### src/rtl/noc_pkg.sv
// Shared types and constants for the NoC output-port arbiter.
// Latency: n/a (types and constants only).
// Backpressure: n/a.
package noc_pkg;

    // One NoC packet as presented by an input-buffer FIFO head.
    typedef logic [31:0] pkt_t;

    // Output-port arbiter FSM states.
    typedef enum logic [1:0] {
        ARB_IDLE = 2'd0,
        ARB_WAIT = 2'd1,
        ARB_SEND = 2'd2
    } arb_state_e;

    localparam int BYTES_PER_PKT = 4;

    // Width of an index into n requesters, never narrower than one bit.
    function automatic int id_w(input int n);
        return (n > 1) ? $clog2(n) : 1;
    endfunction

endpackage

### src/rtl/noc_out_arbiter_rr_picker.sv
// Round-robin picker: grants the first set request after ptr_i, wrapping modulo NUM_IN.
// Latency: purely combinational.
// Backpressure: none; the caller decides whether to use the grant.
// Ports: req_i (request vector), ptr_i (last winner), gnt_oh_o (one-hot grant, 0 if
// no request), gnt_idx_o (index of the granted requester, 0 if no request).
module rr_picker
    import noc_pkg::*;
#(
    parameter  int NUM_IN = 4,
    localparam int IDW    = id_w(NUM_IN)
) (
    input  logic [NUM_IN-1:0] req_i,
    input  logic [IDW-1:0]    ptr_i,
    output logic [NUM_IN-1:0] gnt_oh_o,
    output logic [IDW-1:0]    gnt_idx_o
);

    // Requests laid out twice so the wrap-around search becomes a straight scan
    // over positions ptr+1 .. ptr+NUM_IN.
    logic [2*NUM_IN-1:0] req_dbl;
    logic                found;

    assign req_dbl = {req_i, req_i};

    always_comb begin
        found     = 1'b0;
        gnt_idx_o = '0;
        for (int j = 0; j < 2*NUM_IN; j++) begin
            if (!found && (j > int'(ptr_i)) && (j <= int'(ptr_i) + NUM_IN) && req_dbl[j]) begin
                found     = 1'b1;
                gnt_idx_o = IDW'(j % NUM_IN);
            end
        end
        gnt_oh_o = found ? (NUM_IN'(1) << gnt_idx_o) : '0;
    end

endmodule

### src/rtl/noc_out_arbiter.sv
// Round-robin output-port arbiter: pops one input-buffer packet and serialises it as 4 bytes.
// Latency: ack in the request cycle, first byte 2 cycles later with free high, 6-cycle period.
// Backpressure: holds the packet in WAIT until free; free is ignored once the burst starts.
// Ports: clk/rst_b (sync active-low reset), pkt_in/pkt_valid/pkt_ack (input-buffer side),
// gnt_id/busy (status), free/put/payload (serial link), grant_cnt (per-port grant counters).
// Optional feature: define ARB_STATS_EN for saturating grant counters; otherwise grant_cnt is 0.
module noc_out_arbiter
    import noc_pkg::*;
#(
    parameter  int NUM_IN = 4,
    parameter  int CNT_W  = 16,
    localparam int IDW    = id_w(NUM_IN)
) (
    input  logic                         clk,
    input  logic                         rst_b,
    input  pkt_t [NUM_IN-1:0]            pkt_in,
    input  logic [NUM_IN-1:0]            pkt_valid,
    output logic [NUM_IN-1:0]            pkt_ack,
    output logic [IDW-1:0]               gnt_id,
    output logic                         busy,
    input  logic                         free,
    output logic                         put,
    output logic [7:0]                   payload,
    output logic [NUM_IN-1:0][CNT_W-1:0] grant_cnt
);

    arb_state_e          state_q, state_d;
    pkt_t                buf_q, buf_d;
    logic [1:0]          cnt_q, cnt_d;
    logic [IDW-1:0]      gnt_q, gnt_d;
    logic [IDW-1:0]      ptr_q, ptr_d;
    logic [NUM_IN-1:0]   pick_oh;
    logic [IDW-1:0]      pick_idx;
    logic                take;

    rr_picker #(.NUM_IN(NUM_IN)) u_picker (
        .req_i     (pkt_valid),
        .ptr_i     (ptr_q),
        .gnt_oh_o  (pick_oh),
        .gnt_idx_o (pick_idx)
    );

    assign take   = (state_q == ARB_IDLE) && (|pkt_valid);
    assign gnt_id = gnt_q;

    // State register
    always_ff @(posedge clk) begin
        if (!rst_b) state_q <= ARB_IDLE;
        else        state_q <= state_d;
    end

    // Next-state logic
    always_comb begin
        state_d = state_q;
        case (state_q)
            ARB_IDLE: if (|pkt_valid) state_d = ARB_WAIT;
            ARB_WAIT: if (free)       state_d = ARB_SEND;
            ARB_SEND: if (cnt_q == 2'(BYTES_PER_PKT-1)) state_d = ARB_IDLE;
            default:  state_d = ARB_IDLE;
        endcase
    end

    // Outputs. The ack is suppressed while reset is asserted so no packet is
    // popped that the reset would then throw away.
    always_comb begin
        pkt_ack = '0;
        busy    = 1'b0;
        put     = 1'b0;
        payload = 8'h00;
        case (state_q)
            ARB_IDLE: if (rst_b) pkt_ack = pick_oh;
            ARB_WAIT: busy = 1'b1;
            ARB_SEND: begin
                busy    = 1'b1;
                put     = 1'b1;
                // Most significant byte goes out first.
                payload = buf_q[8*(BYTES_PER_PKT-1-int'(cnt_q)) +: 8];
            end
            default: ;
        endcase
    end

    // Packet buffer, byte counter, winner and pointer
    always_comb begin
        buf_d = buf_q;
        cnt_d = cnt_q;
        gnt_d = gnt_q;
        ptr_d = ptr_q;
        if (take) begin
            buf_d = pkt_in[pick_idx];
            gnt_d = pick_idx;
            ptr_d = pick_idx;
        end
        // The 2-bit counter wraps to 0 on the last byte, ready for the next burst.
        if (state_q == ARB_SEND) cnt_d = cnt_q + 2'd1;
    end

    always_ff @(posedge clk) begin
        if (!rst_b) begin
            buf_q <= '0;
            cnt_q <= '0;
            gnt_q <= '0;
            // Pointer at the last port so port 0 is searched first.
            ptr_q <= IDW'(NUM_IN-1);
        end else begin
            buf_q <= buf_d;
            cnt_q <= cnt_d;
            gnt_q <= gnt_d;
            ptr_q <= ptr_d;
        end
    end

`ifdef ARB_STATS_EN
    logic [NUM_IN-1:0][CNT_W-1:0] stat_q;

    always_ff @(posedge clk) begin
        if (!rst_b) begin
            stat_q <= '0;
        end else begin
            for (int i = 0; i < NUM_IN; i++) begin
                // Saturate at all-ones rather than wrap.
                if (pkt_ack[i] && (stat_q[i] != {CNT_W{1'b1}}))
                    stat_q[i] <= stat_q[i] + CNT_W'(1);
            end
        end
    end

    assign grant_cnt = stat_q;
`else
    assign grant_cnt = '0;
`endif

endmodule

### config.mk
export PLATFORM = sky130hd
export DESIGN_NAME = noc_out_arbiter
export DESIGN_NICKNAME = d
export VERILOG_FILES = /design/src/rtl/noc_pkg.sv /design/src/rtl/noc_out_arbiter_rr_picker.sv /design/src/rtl/noc_out_arbiter.sv
export SDC_FILE = /design/constraint.sdc
export NUM_CORES = 1
export LEC_CHECK = 0
export CAP_MARGIN = 30
export CORE_UTILIZATION = 37
export CTS_BUF_LIST = sky130_fd_sc_hd__clkbuf_16
export CTS_CLUSTER_DIAMETER = 150
export DETAILED_ROUTE_END_ITERATION = 8
export GPL_TIMING_DRIVEN = 0
export PLACE_DENSITY = 0.87
export SKIP_LAST_GASP = 1
export SYNTH_ARGS = -nofsm -noshare
export SYNTH_HDL_FRONTEND = slang
export SYNTH_SLANG_ARGS = --single-unit
### constraint.sdc
create_clock -name clk -period 2.55 [get_ports clk]
set_input_delay 0.255 -clock clk [delete_from_list [all_inputs] [get_ports clk]]
set_output_delay 0.255 -clock clk [all_outputs]
set_load 0.05 [all_outputs]
; Yosys cells after proc, flatten, opt, wreduce, memory -nomap -nowiden
; Index checks and enable logic that the tools add are counted.
[op_classes]
muxes = 26
n_reduce_logical = 27
n_eq_ne = 6
shifts = 2
order_cmp = 11
addsub = 3
[ops]
columns = cell, count
row1 = $le A4 B32 Y1 const A, 4
row2 = $bmux W32 S2, 1
row3 = $le A3 B32 Y1 const A, 2
row4 = $le A2 B32 Y1 const A, 1
row5 = $mux W32, 1
row6 = $shiftx A32 B6 Y8, 1
row7 = $mux W2, 9
row8 = $logic_and A1 B1 Y1, 17
row9 = $mux W4, 3
row10 = $mux W1, 10
row11 = $mux W8, 1
row12 = $logic_not A1 Y1, 6
row13 = $pmux W2 S3, 1
row14 = $add A2 B3 Y4 const B, 1
row15 = $eq A2 B2 Y1 const B, 2
row16 = $gt A2 B2 Y1 const A, 2
row17 = $ne A2 B2 Y1 const B, 2
row18 = $reduce_or A4 Y1, 1
row19 = $shl A1 B2 Y4 const A, 1
row20 = $lt A2 B3 Y1 const B, 1
row21 = $reduce_and A3 Y1, 1
row22 = $sub A2 B2 Y3 const A, 1
row23 = $add A2 B1 Y2 const B, 1
row24 = $eq A2 B1 Y1 const B, 1
row25 = other kinds (4), 4
[totals]
input_bits = 135
out_inout_bits = 80
elab_cells = 80
regBits = 40

; Depth between registers and ports, before layout
[logic_depth]
word_depth = 35
depth_mapped = 7
mapped_depth_nobuf = 7

; By module
; A second synthesis with hierarchy kept.
[hier_totals]
hier_cells = 276
hier_area_um2 = 3151.8
[by_module_without_submodules]
columns = mod, n_inst, seq_area_each_um2, area_per_inst_um2, cells_each
row1 = noc_out_arbiter, 1, 800.8, 2919.0, 243
row2 = rr_picker, 1, 0.0, 232.7, 33

; Least setup slack after synthesis
; Ideal clock, no wire load.
[synth_path]
path_kind = register -> output
start = register state_q[0]
end = output port payload[0]
t_required_ps = 2295
path_buffers = 1
stages_incl_launch_ff = 5
slack_ps = 674
t_arrival_ps = 1621
path_cell_list = dfxtp_1 -> inv_1 -> ha_1 -> clkbuf_1 -> and2_1
[synth_between]
elab_chain_cells = 2
[synth_rtl]
columns = element, line
row1 = "start, declared", noc_out_arbiter.sv:27  ; arb_state_e state_q, state_d;
row2 = "start signal, assigned", noc_out_arbiter.sv:49  ; else state_q <= state_d;
row3 = $eq A2 B2 Y1, noc_out_arbiter.sv:70  ; case (state_q)
row4 = $mux W8, noc_out_arbiter.sv:70
row5 = "end, declared", noc_out_arbiter.sv:23  ; output logic [7:0] payload,
; Every way passes these cells.

; Worst setup path in the final report
[layout_path]
start = input port pkt_valid[3]
end = output port pkt_ack[0]
[layout_between]
elab_chain_cells = 22
elab_cells_between_ends = 27
classes_between = 1 x shift / 13 x mux / 13 x reduce/logical
[layout_rtl]
columns = element, line
row1 = "start, declared", noc_out_arbiter.sv:17  ; input logic [NUM_IN-1:0] pkt_valid,
row2 = $logic_and A1 B1 Y1, noc_out_arbiter_rr_picker.sv:29  ; if (!found && (j > int'(ptr_i)) && (j <= int'(ptr_i) + NUM_IN) && req_dbl[j]) begin
row3 = $mux W1, noc_out_arbiter_rr_picker.sv:29
row4 = $logic_not A1 Y1, noc_out_arbiter_rr_picker.sv:29
row5 = $logic_and A1 B1 Y1 (2 in series), noc_out_arbiter_rr_picker.sv:29
row6 = $mux W1, noc_out_arbiter_rr_picker.sv:29
row7 = $logic_not A1 Y1, noc_out_arbiter_rr_picker.sv:29
row8 = $logic_and A1 B1 Y1 (2 in series), noc_out_arbiter_rr_picker.sv:29
row9 = $mux W1, noc_out_arbiter_rr_picker.sv:29
row10 = (+3 left out), n/a
row11 = $mux W1, noc_out_arbiter_rr_picker.sv:29
row12 = $logic_not A1 Y1, noc_out_arbiter_rr_picker.sv:29
row13 = $logic_and A1 B1 Y1 (2 in series), noc_out_arbiter_rr_picker.sv:29
row14 = $mux W2, noc_out_arbiter_rr_picker.sv:29
row15 = $shl A1 B2 Y4, noc_out_arbiter_rr_picker.sv:34  ; gnt_oh_o = found ? (NUM_IN'(1) << gnt_idx_o) : '0;
row16 = $mux W4 *, noc_out_arbiter_rr_picker.sv:34
row17 = $mux W4 *, noc_out_arbiter.sv:71  ; ARB_IDLE: if (rst_b) pkt_ack = pick_oh;
row18 = $mux W4 *, noc_out_arbiter.sv:70
row19 = "end, declared", noc_out_arbiter.sv:18  ; output logic [NUM_IN-1:0] pkt_ack,
; Every way passes the cells marked *; elsewhere a longest branch is shown, timed or not.

==> qor.yml <==
outcome: "complete, no violations"
hp-class: "reg -> reg"
crit_path_start: "pkt_valid[3]"
place_inst: 649
crit_buf_inv: 3
layout-drive-gt1-share_pct: 19.1
drcViolationCount: 0
async_reset_ff_share_pct: 0
initial_core_util_pct: 39.1
grt.total_usage_pct: 25.2
clk_pin_slew_ps: 60
slowest_stage: "clkdlybuf4s50_1"
yosysTopAreaCell: "dfxtp_1"
area_growth_pct: 70.6
synth_ff_type: "dfxtp_1"
utilization_pct: 66.6
clkLatencyLatePin_ps: 280
drt_wl_total_um: 10500
grt_first_pass_wirelength_um: 16300
synth_most_common_cell: "buf_4"
grt_max_degree: 17
numCtsBuffers: 5
via_per_inst: 5.13
firstDrtPassIters: 7
path_depth: 7
syn_inst: 337
hold_viol: 0
rows: 31
fp.dieArea_mm2: 0.00814
path_delay_family: "buffers and inverters"
max_clock_freq_mhz: 402
period_needed_ps: 2490
ys_seq_area_share_pct: 27.8
place_area_mm2: 0.00474
postCtsSetupBuffers: 0
reg2reg_to: "buf_q[21]$_SDFFE_PN0P_"
routedWlPerCell_um: 16.0
final_area_mm2: 0.00491
antenna_left: 0
io_pins: 215
power.density_mw_per_mm2: 809
synth.cells.most_frequent: "buf_4 (67), dfxtp_1 (40), nand2_1 (34)"
slowest_delay_ps: 530
crit_path_end: "pkt_ack[0]"
arrival_ps: 2230
die_h_um: 90.2
synth_edf_count: 0
yosysUniqueCellTypes: 40
clock_path_buffers: 2
synth_warnings: 0
synth_seq_cells: 40
syn-cell-area_mm2: 0.00288
drt_iter0_drc: 261
p_leak_nw: 2.14
instances_no_fill: 655
cts_tree: "done"
slew_viol_final: 0
dieWidth_um: 90.2
cp.required_ps: 2300
ir_drop_mv: 0.401
core_area_mm2: 0.00737
reg2reg_slack_ps: 400
end_kind: "output pin"
gp_congestion: 0.837
grt_setup_unrepaired: "no"
numPortBuffers: 150
finalSetupTns_ps: 0
antenna_cells: 0
synth_area_leaders: "dfxtp_1 (28%), buf_4 (17%), a222oi_1 (11%), a31oi_1 (7.0%), mux4_2 (6.3%)"
min_period_over_period_pct: 97.5
crit_path_cell_trace: "clkdlybuf4s50_1 > or2_4 > a2bb2oi_2 > o22ai_4 > buf_4 > and3_1 > buf_2"
syn_avg_cell_area_um2: 8.54
cap_violations: 0
r2r-start: "ptr_q[1]$_SDFFE_PN1P_"
hold_buffers: 0
clkSinkCount: 40
fin_nets: 694
relSlewSlack_pct: 59.8
yosysTopAreaCellShare_pct: 27.8
grt_antenna_before_repair: 0
grt_overflow: 0
skew_ps: 2.67
cp_max_fo: 10
dpl.hpwl_um: 8300
vias: 3361
worstMarginPinSlew_ps: 603
setup_viol: 0
ff2ff_path_depth: 6
fillCellCount: 599
worstSetupStartpointType: "input port"
critPathKind: "in -> out"
root_buffer: "clkbuf_16"
htree_levels: 2
first_global_vias: 3351
==> sequential cells by signal, indices dropped and copies added, names as in the netlist <==
| name | count |
|---|---|
| ptr_q | 2 |
| buf_q | 32 |
| cnt_q | 2 |
| gnt_id | 2 |
| state_q | 2 |
==> timing repair <==
action,in CTS,in global routing
gates resized for setup,28,3
endpoints found under the setup margin,12,3
pin swaps,0,0
==> placed cells by master, fill, tap and decap left out, types with 2 or more instances in the layout <==
| cell type | count |
|---|---|
| inv_1 | 7 |
| clkbuf_16 | 5 |
| clkbuf_1 | 13 |
| dlygate4sd2_1 | 9 |
| nor2_1 | 5 |
| conb_1 | 64 |
| buf_6 | 3 |
| a31oi_1 | 32 |
| nor3_1 | 2 |
| mux2i_1 | 2 |
| or2b_1 | 2 |
| and3_1 | 4 |
| mux4_2 | 8 |
| nor2b_1 | 3 |
| clkdlybuf4s15_2 | 2 |
| clkdlybuf4s50_1 | 135 |
| buf_4 | 68 |
| a222oi_1 | 32 |
| dfxtp_1 | 40 |
| nand2_1 | 34 |
| dlymetal6s2s_1 | 2 |
| a21oi_1 | 3 |
| o21ai_0 | 29 |
| nand2b_1 | 2 |
| o21ai_1 | 8 |
| and2_1 | 10 |
| buf_2 | 7 |
| ha_1 | 4 |
==> metrics by stage <==
step	total power [mW]	worst slack, ps	hold slack (ps)
after detailed placement	3.27	-557	503
after floorplan	2.55	674	393
after CTS	3.95	11.8	516
after global routing	4.19	25.3	540
final	3.97	64.7	512
after global placement	3.18	-498	467
==> kinds of logic (layout without fill, tap and decap cells) <==
| group | after synthesis | count (layout) | share of synthesized area (%) |
|---|---|---|---|
| flops | 40 | 40 | 27.8 |
| fa+ha+maj | 4 | 4 | 1.74 |
| compound gates | 114 | 114 | 28.6 |
| buf+inv | 100 | 256 | 22.9 |
| simple gates | 67 | 67 | 11.6 |
| xor+xnor | 1 | 1 | 0.304 |
| other cells | 1 | 64 | 0.130 |
| mux | 10 | 10 | 6.95 |
==> area by class of cell <==
cell class	count	area, um^2	area share [%]
Multi-Input combinational cell	260	1680	34.1
Timing Repair Buffer	150	1490	30.4
Sequential cell	40	801	16.3
Buffer	91	628	12.8
Clock buffer	5	125	2.55
Tap cell	99	124	2.52
Clock inverter	3	38.8	0.790
Inverter	7	26.3	0.535
==> layer usage <==
metal	vias to the layer above	part of all wire [%]	track usage, %
met1	1550	39	28.4
li1	1588	-	-
met2	203	50	45.5
met4	0	2.1	8.20
met3	20	8.7	6.77
met5	-	0	0
==> worst register-to-register path, delay by kind of cell, from the launching register on <==
kind	cells	cell delay, ps
AO/OA/AOI/OAI	4	1100
flip-flops	1	310
buffers and inverters	2	670
==> worst min path at each step <==
stage                                      start                endpoint  slack [ps]  cells after the start
after floorplan                            rst_b   buf_q[6]$_SDFFE_PN0P_         390                      2
after global routing      gnt_id[1]$_SDFFE_PN0P_  gnt_id[1]$_SDFFE_PN0P_         540                      2
final                     gnt_id[0]$_SDFFE_PN0P_  gnt_id[0]$_SDFFE_PN0P_         510                      2
after detailed placement  gnt_id[0]$_SDFFE_PN0P_  gnt_id[0]$_SDFFE_PN0P_         500                      2
after CTS                 gnt_id[0]$_SDFFE_PN0P_  gnt_id[0]$_SDFFE_PN0P_         520                      2
after global placement    gnt_id[1]$_SDFFE_PN0P_  gnt_id[1]$_SDFFE_PN0P_         470                      2
==> report_power, final <==
group | internal (mW) | switching [mW]
registers | 0.904 | 0.178
logic | 0.892 | 1.31
clock network | 0.456 | 0.237
(Power assumes the default switching activity.)
